File: src/rtl/enc_ctrl_multi.sv
// enc_ctrl_multi: N-channel quadrature encoder controller.
// Per channel: sync + debounce, 4x decode into a preloadable counter,
// illegal-transition counting and a direction-tagged edge period.
// Optional index capture is built only when ENC_INDEX_EN is defined.

module enc_ctrl_deb #(
  parameter int W       = 1,
  parameter int DEB_CYC = 8
) (
  input  logic         sysclk,
  input  logic         reset,
  input  logic [W-1:0] din,
  output logic [W-1:0] dout
);
  logic [W-1:0] sync1, sync2;
  logic [7:0]   run [W];

  // Two-flop synchroniser, then accept a new level after DEB_CYC equal samples.
  always_ff @(posedge sysclk) begin
    if (reset) begin
      sync1 <= '0;
      sync2 <= '0;
      dout  <= '0;
      for (int unsigned i = 0; i < W; i++) run[i] <= '0;
    end else begin
      sync1 <= din;
      sync2 <= sync1;
      for (int unsigned i = 0; i < W; i++) begin
        if (sync2[i] == dout[i]) begin
          run[i] <= '0;
        end else if (run[i] == 8'(DEB_CYC - 1)) begin
          dout[i] <= sync2[i];
          run[i]  <= '0;
        end else begin
          run[i] <= run[i] + 8'd1;
        end
      end
    end
  end
endmodule

module enc_ctrl_multi #(
  parameter int NUM_CH  = 4,
  parameter int CNT_W   = 24,
  parameter int PER_W   = 22,
  parameter int DEB_CYC = 8,
  parameter int DIV_W   = 4
) (
  input  logic              sysclk,
  input  logic              reset,
  input  logic [NUM_CH-1:0] enc_a,
  input  logic [NUM_CH-1:0] enc_b,
  input  logic [NUM_CH-1:0] enc_idx,
  input  logic [15:0]       reg_raddr,
  output logic [31:0]       reg_rdata,
  input  logic [15:0]       reg_waddr,
  input  logic [31:0]       reg_wdata,
  input  logic              reg_wen,
  output logic [NUM_CH-1:0] enc_dir
);
  localparam logic [CNT_W-1:0] CNT_MID = {1'b1, {(CNT_W-1){1'b0}}};
  localparam logic [PER_W-1:0] PER_MAX = '1;

  logic [NUM_CH-1:0] fa, fb;
  logic [NUM_CH-1:0] step, dbl, up, wr_hit, ovf, per_sat;
  logic [1:0]        prev_ab [NUM_CH];
  logic [CNT_W-1:0]  count   [NUM_CH];
  logic [CNT_W-1:0]  preload [NUM_CH];
  logic [7:0]        err     [NUM_CH];
  logic [PER_W-1:0]  per_cnt [NUM_CH];
  logic [PER_W-1:0]  per_nxt [NUM_CH];
  logic [PER_W-1:0]  per_val [NUM_CH];
  logic [DIV_W-1:0]  div;
  logic              tick;
  logic [31:0]       rd_word;

  enc_ctrl_deb #(.W(2 * NUM_CH), .DEB_CYC(DEB_CYC)) u_deb_ab (
    .sysclk (sysclk),
    .reset  (reset),
    .din    ({enc_a, enc_b}),
    .dout   ({fa, fb})
  );

  assign tick = &div;

  // Transition classification, period-at-edge value and write decode per channel.
  always_comb begin
    step   = '0;
    dbl    = '0;
    up     = '0;
    wr_hit = '0;
    for (int unsigned c = 0; c < NUM_CH; c++) begin
      step[c]   = (fa[c] ^ prev_ab[c][1]) != (fb[c] ^ prev_ab[c][0]);
      dbl[c]    = (fa[c] ^ prev_ab[c][1]) & (fb[c] ^ prev_ab[c][0]);
      up[c]     = prev_ab[c][1] ^ fb[c];
      wr_hit[c] = reg_wen && (reg_waddr[15:12] == 4'h0) &&
                  (reg_waddr[7:4] == 4'(c + 1)) && (reg_waddr[3:0] == 4'h0);
      // The tick of the edge cycle belongs to the interval that ends there.
      per_nxt[c] = (tick && per_cnt[c] != PER_MAX) ? per_cnt[c] + PER_W'(1) : per_cnt[c];
    end
  end

  // Counter, flags and period state; a preload write overrides a same-cycle edge.
  always_ff @(posedge sysclk) begin
    if (reset) begin
      div     <= '0;
      enc_dir <= '0;
      ovf     <= '0;
      per_sat <= '0;
      for (int unsigned c = 0; c < NUM_CH; c++) begin
        prev_ab[c] <= '0;
        count[c]   <= CNT_MID;
        preload[c] <= CNT_MID;
        err[c]     <= '0;
        per_cnt[c] <= '0;
        per_val[c] <= '0;
      end
    end else begin
      div <= div + DIV_W'(1);
      for (int unsigned c = 0; c < NUM_CH; c++) begin
        prev_ab[c] <= {fa[c], fb[c]};
        if (wr_hit[c]) begin
          preload[c] <= reg_wdata[CNT_W-1:0];
          count[c]   <= reg_wdata[CNT_W-1:0];
          ovf[c]     <= 1'b0;
          err[c]     <= '0;
        end else if (step[c]) begin
          count[c]   <= up[c] ? count[c] + CNT_W'(1) : count[c] - CNT_W'(1);
          if (up[c] ? &count[c] : ~|count[c]) ovf[c] <= 1'b1;
          enc_dir[c] <= up[c];
        end else if (dbl[c] && err[c] != 8'hFF) begin
          err[c] <= err[c] + 8'd1;
        end

        if (step[c] && !wr_hit[c]) begin
          per_cnt[c] <= '0;
          if (up[c] != enc_dir[c]) begin
            per_val[c] <= PER_MAX;
            per_sat[c] <= 1'b1;
          end else begin
            per_val[c] <= per_nxt[c];
            per_sat[c] <= (per_nxt[c] == PER_MAX);
          end
        end else if (per_cnt[c] == PER_MAX) begin
          // No edge for a full period range: publish the saturated value.
          per_val[c] <= PER_MAX;
          per_sat[c] <= 1'b1;
        end else if (tick) begin
          per_cnt[c] <= per_cnt[c] + PER_W'(1);
        end
      end
    end
  end

`ifdef ENC_INDEX_EN
  logic [NUM_CH-1:0] fidx, fidx_q, idx_seen, rd_clr;
  logic [CNT_W-1:0]  idx_cnt [NUM_CH];

  enc_ctrl_deb #(.W(NUM_CH), .DEB_CYC(DEB_CYC)) u_deb_idx (
    .sysclk (sysclk),
    .reset  (reset),
    .din    (enc_idx),
    .dout   (fidx)
  );

  // Index capture on filtered rising edge; a read of offset 3 clears the seen flag.
  always_ff @(posedge sysclk) begin
    if (reset) begin
      fidx_q   <= '0;
      idx_seen <= '0;
      for (int unsigned c = 0; c < NUM_CH; c++) idx_cnt[c] <= '0;
    end else begin
      fidx_q <= fidx;
      for (int unsigned c = 0; c < NUM_CH; c++) begin
        if (fidx[c] && !fidx_q[c]) begin
          idx_cnt[c]  <= count[c];
          idx_seen[c] <= 1'b1;
        end else if (rd_clr[c]) begin
          idx_seen[c] <= 1'b0;
        end
      end
    end
  end
`endif

  // Read word selection by channel and offset.
  always_comb begin
    rd_word = '0;
`ifdef ENC_INDEX_EN
    rd_clr  = '0;
`endif
    for (int unsigned c = 0; c < NUM_CH; c++) begin
      if (reg_raddr[15:12] == 4'h0 && reg_raddr[7:4] == 4'(c + 1)) begin
        case (reg_raddr[3:0])
          4'h0: rd_word[CNT_W-1:0] = preload[c];
          4'h1: rd_word[CNT_W:0]   = {ovf[c], count[c]};
          4'h2: begin
            rd_word[31]         = enc_dir[c];
            rd_word[30]         = per_sat[c];
            rd_word[PER_W-1:0]  = per_val[c];
          end
`ifdef ENC_INDEX_EN
          4'h3: begin
            rd_word[31]         = idx_seen[c];
            rd_word[CNT_W-1:0]  = idx_cnt[c];
            rd_clr[c]           = 1'b1;
          end
`endif
          4'h4: rd_word[7:0] = err[c];
          default: ;
        endcase
      end
    end
  end

  // Registered read data.
  always_ff @(posedge sysclk) begin
    if (reset) reg_rdata <= '0;
    else       reg_rdata <= rd_word;
  end

  logic unused_bits;
`ifdef ENC_INDEX_EN
  assign unused_bits = ^{reg_raddr[11:8], reg_waddr[11:8], reg_wdata[31:CNT_W]};
`else
  assign unused_bits = ^{reg_raddr[11:8], reg_waddr[11:8], reg_wdata[31:CNT_W], enc_idx};
`endif

endmodule
File: config.mk
export PLATFORM = sky130hd
export DESIGN_NAME = enc_ctrl_multi
export DESIGN_NICKNAME = d
export VERILOG_FILES = /design/src/rtl/enc_ctrl_multi.sv
export SDC_FILE = /design/constraint.sdc
export NUM_CORES = 1
export LEC_CHECK = 0
export ABC_CLOCK_PERIOD_IN_PS = 7900
export CAP_MARGIN = 20
export CELL_PAD_IN_SITES_DETAIL_PLACEMENT = 1
export CELL_PAD_IN_SITES_GLOBAL_PLACEMENT = 2
export CORE_AREA = 2 2 270 272
export CTS_CLUSTER_SIZE = 10
export DETAILED_ROUTE_END_ITERATION = 6
export DIE_AREA = 0 0 272 274
export GPL_TIMING_DRIVEN = 1
export PLACE_DENSITY_LB_ADDON = 0.1
export SLEW_MARGIN = 20
export SYNTH_ARGS = -nofsm -noshare
export SYNTH_HDL_FRONTEND = slang
export SYNTH_HIERARCHICAL = 1
export SYNTH_SLANG_ARGS = --single-unit
File: constraint.sdc
create_clock -name sysclk -period 7.9 [get_ports sysclk]
set_input_delay 1.58 -clock sysclk [delete_from_list [all_inputs] [get_ports sysclk]]
set_output_delay 1.58 -clock sysclk [all_outputs]
set_load 0.01 [all_outputs]
After elaboration in Yosys (flattened, before gate mapping). Memories as Yosys holds them, arrays and structs flattened. Cells that the tools add are included.

Input port bits: 79. Memories: 7. Output and inout port bits: 36. Word-level logic and storage cells: 610. Memory bits (writable): 472. Register bits: 72.

Add/sub/neg operators: 25. Multiplexer cells: 336. Equal/unequal tests: 51. Reduce and logical (&&, ||, !) cells: 70. Bitwise operators: 96.

Memories: count (words 4, bits a word 24, rd ports 4, clocked after memory_dff 0, write ports 4, RTL line 67) `logic [CNT_W-1:0] count [NUM_CH];`; preload (words 4, bits a word 24, rd ports 4, clocked after memory_dff 0, write ports 4, RTL line 68) `logic [CNT_W-1:0] preload [NUM_CH];`; per_cnt (words 4, bits a word 22, rd ports 4, clocked after memory_dff 0, write ports 4, RTL line 70) `logic [PER_W-1:0] per_cnt [NUM_CH];`; per_val (words 4, bits a word 22, rd ports 4, clocked after memory_dff 0, write ports 4, RTL line 72) `logic [PER_W-1:0] per_val [NUM_CH];`; u_deb_ab.run (words 8, bits a word 8, rd ports 8, clocked after memory_dff 0, write ports 8, RTL line 16) `logic [7:0] run [W];`; err (words 4, bits a word 8, rd ports 4, clocked after memory_dff 0, write ports 4, RTL line 69) `logic [7:0] err [NUM_CH];`; +1 memories.

Operator list (number): two-way mux 22 bit (24); two-way mux 24 bit (16); two-way mux 8 bit (32); two-way mux 1 bit (236); == test 22 bit (second input constant) (8); case mux 14 bit (3 select lines) (4); case mux 8 bit (4 select lines) (4); two-way mux 25 bit (4); adder 24 x 1 -> 24 bit (second input constant) (4); adder 8 x 1 -> 8 bit (second input constant) (12); AND reduction 24 bit (4); OR reduction 24 bit (4); subtractor 24 x 1 -> 24 bit (second input constant) (4); adder 22 x 1 -> 22 bit (second input constant) (4); != test 22 bit (second input constant) (4); bitwise OR 1 bit (68); == test 8 x 3 -> 1 bit (second input constant) (8); != test 8 bit (second input constant) (4); AND reduction 2 bit (16); logical AND 1 bit (25); two-way mux 2 bit (12); == test 4 x 2 -> 1 bit (second input constant) (5); logical NOT 4 bit (4); case mux 2 bit (2 select lines) (4); 12 further kinds (68).

Longest topological paths before layout.
Word-level depth: 12. Mapped depth: 13. Gate-level depth less buffers: 11.

Hierarchy. The synthesis kept the hierarchy.

By module, submodules not included: enc_ctrl_multi (sequential area each 13032.5 sq um, area each 27091.0 sq um, instances 1, cells an instance 2787); enc_ctrl_deb (sequential area each 2402.3 sq um, area each 4216.5 sq um, instances 1, cells an instance 376).

Worst setup path before layout. No wires, ideal clock.

Path kind: input port to flip-flop. From: in reg_waddr[13]. To: mem count[0][0], enable pin. Data arrival time: 5087 ps. Cell stages on the path: 6. Data required time: 7521 ps. Library setup time: 379 ps. Path slack: 2434 ps. Path buffers: 0. Path through: nor4_1 nand4b_1 or3b_2 o21ai_0 nor2_1 inv_1.

RTL lines: start, declared (RTL line 56) `input logic [15:0] reg_waddr,`; end, declared (RTL line 67).

Worst setup path after layout.
From: in reg_raddr[12]. To: reg reg_rdata[0].

Word-level cells in the longest chain between the ends: 9. Elaborated cells on any way between the ends: 12. Classes of those cells: mux: 7; reduce/logical: 5.

Ends and longest elaborated chain: start, declared (RTL line 54) `input logic [15:0] reg_raddr,`; logical NOT 4 bit * (RTL line 193) `if (reg_raddr[15:12] == 4'h0 && reg_raddr[7:4] == 4'(c + 1)) begin`; logical AND 1 bit (RTL line 193); two-way mux 25 bit (RTL line 193); case mux 8 bit (4 select lines) (RTL line 194) `case (reg_raddr[3:0])`; two-way mux 25 bit (RTL line 193); case mux 8 bit (4 select lines) (RTL line 194); two-way mux 25 bit (RTL line 193); case mux 8 bit (4 select lines) (RTL line 194); two-way mux 25 bit * (RTL line 193); end signal, assigned (RTL line 219) `else reg_rdata <= rd_word;`; end, declared (RTL line 55) `output logic [31:0] reg_rdata,`.

Mark *: on every way between the ends. The rest lies on a longest branch, timed or not. A chain may end at the register's enable or synchronous reset.

==> run metrics <==
grt total ovfl=0; total negative slack=0 ps; fmax=roughly 200 MHz; status=finished with violations; P per Cell Area=189.7 mW/mm2; clk_lat worst skew=600 ps; Detail Placement HPWL=roughly 74,000 um; CTS Hold Bufs=0; root buffer cell=clkbuf_16; CP arrival=~5400 ps; CP Launch Type=input pin; worst rel slew slack=24.64%; layout cells sized above 1=under 10%; Cell Area, Synth=0.03131 mm2; Worst path slowest cell=nand3b_1; clock sink total=about 540; DRC=8; worst-path cell chain=clkdlybuf4s50_1, or4_1, nor3_1, nand3b_1, o221ai_1, o21ai_0, a21oi_1; I/O Buffers=89; post-layout min period=around 4900 ps; Post-CTS Resized=0; Critical Path Source=reg_raddr[12]; Worst setup EP type=flip-flop; Yosys Warn Count=6; crit path kind=input pin to flip-flop; post-CTS setup buffer count=0; RSZ-0062 raised after global routing=no; Pre-antenna DRT Iters=7; Global Route Usage Sum=26.68%; Clock Skews=approximately 20 ps; vias in the first global route=25.00k; fillcell total=about 8.0k; vias per cell=5.906; Final Cell Area=roughly 0.035 mm2; sequential share of the synthesized area=about 50%; H-tree Lvls=3; Hold Violations, Final=0; cell row count=between 90 and 100; Crit Path Max Fanout=22; Final Cycle Share=61.44%; Max Slew Vio Count=0; clock slew at reported path FFs=roughly 50 ps; fin cells=around 4.2k; flop2flop setup slack=around 3900 ps; Worst Hold Class=flip-flop to flip-flop; hold_sp=u_deb_ab/sync1[4]; Seq cells post-synth=539; wire length per cell=23.90 um; EDFF count, synth=~460; area of the core=around 0.07 mm2; initial antenna violation count=4; Hold Slack=approximately 440 ps; gpl congestion=0.8998; Static Leakage=between 10 and 15 nW; WP data required=8390 ps; routed wire length=~100,000 um; Clock Path Buffers=3; Synth cell types=~80; final-stage net count=around 3.3k; CP max stage delay=between 800 and 900 ps; commonest cells after routing, fill and taps aside=edfxtp_1 (464), nor2_1 (353), nand2_1 (220); Die Footprint=between 0.07 and 0.08 mm2; # IOs=between 100 and 150; die width=~270 um; Main synth FF type=edfxtp_1; CTS tree=built; Finish-stage setup viols=0; Mapped Cells=about 3.2k; DR iter-0 viols=2,043; CTS buffer count=68; largest net degree at the start of global routing=91; Worst Max-Slew Pin Slew=1127 ps; Max Cap Viol=0; via count=24.81k; number of cells after detailed placement=between 4k and 5k; reg2reg start=u_deb_ab/dout[1]; Initial Util=43.50%; Avg Synthesized Cell Area=9.898 um2; die height=~270 um; worst-case vdd ir drop=0.1317 mV; ys async rst share=0%; Synth-to-Final Area Change=12.46%; leading cell type in the layout, fill and taps excluded=edfxtp_1; violated checks=DRC; Final ANT Viol Nets=0; first-pass GRT wire length=153,800 um; instance area at placement=0.03307 mm2
-- worst max-delay path: cells and delay by family --
kind                   cells  cell delay [ps]
buffers and inverters      1              390
AOI/OAI and AO/OA          3             1130
and+or+nand+nor            3             2240
-- cell usage after synthesis, types with 33 or more instances --
cell type  instances  area share, %
edfxtp_1         464             45
nor2_1           357            4.3
nand2_1          220            2.6
xnor2_1          198            5.5
clkbuf_1         194            2.3
a21oi_1          173            2.8
xor2_1           137            3.8
nand3_1          134            2.1
o21ai_0          115            1.8
and2_1           102            2.0
nor3_1           100            1.6
mux2i_1           81            2.6
dfxtp_1           75            4.8
nand4_1           63            1.3
nor4_1            56            1.1
o21bai_1          48            1.2
a21o_1            45            1.1
or3_1             41           0.82
inv_1             34           0.41
and3_1            33           0.66
-- cell families (layout without fill, tap and decap cells) --
kind of cell,count (synthesis),in the layout,share of synthesized area (%)
mux,109,109,3.597
xor+xnor,335,335,9.372
other cells,2,71,0.02399
buf+inv,267,277,3.297
fa+ha+maj,25,25,0.9991
simple gates,1260,1260,20.29
flops,539,539,49.30
compound gates,626,626,13.12
-- metal layers --
metal / vias to the layer above / track usage, % / routed length, um
li1: 11616 / - / -
met1: 12375 / 37.71 / 46230
met2: 678 / 42.12 / 45430
met3: 141 / 3.468 / 5519
met4: 2 / 9.442 / 3202
met5: - / 0 / 12
-- sequential cells by signal, summed over array words and instances (netlist names) --
register / flops
count: 96
preload: 96
per_cnt: 88
per_val: 88
u_deb_ab/run: 64
err: 32
reg_rdata: 27
prev_ab: 8
u_deb_ab/dout: 8
u_deb_ab/sync1: 8
u_deb_ab/sync2: 8
div: 4
enc_dir: 4
ovf: 4
per_sat: 4
-- power breakdown --
| part | switching [mW] | internal, mW | total, mW |
|---|---|---|---|
| Combinational | 0.240 | 0.143 | 0.383 |
| Sequential | 0.120 | 3.19 | 3.31 |
| Clock | 1.22 | 1.77 | 2.99 |
| Total | 1.58 | 5.10 | 6.68 |
-- final timing paths --
check                                          to  cells past startpoint
worst max-delay path                 reg_rdata[0]                      7
worst max register to register       count[1][20]                     12
worst min register to register  u_deb_ab/sync2[4]                      1
worst min-delay path            u_deb_ab/sync2[4]                      1
-- layout make-up --
type	count	area [um2]	area share (%)
Tap cell	959	1200	3.408
Clock buffer	116	2026	5.753
Timing Repair Buffer	120	1164	3.305
Antenna cell	2	5.005	0.01421
Clock inverter	7	65.06	0.1848
Multi-Input combinational cell	2424	15190	43.14
Sequential cell	539	15430	43.84
Inverter	34	127.6	0.3625
-- per-stage QoR --
stage               total power, mW  worst slack (ps)  util, %
floorplan                     3.563              2434        -
global placement              3.728              2410    45.94
detailed placement            3.743              2272    45.94
CTS                           6.742              2908    48.85
global route                  6.883              2843    48.92
finish                        6.678              3047    48.92
No activity file was read; power rests on OpenSTA's default activity.
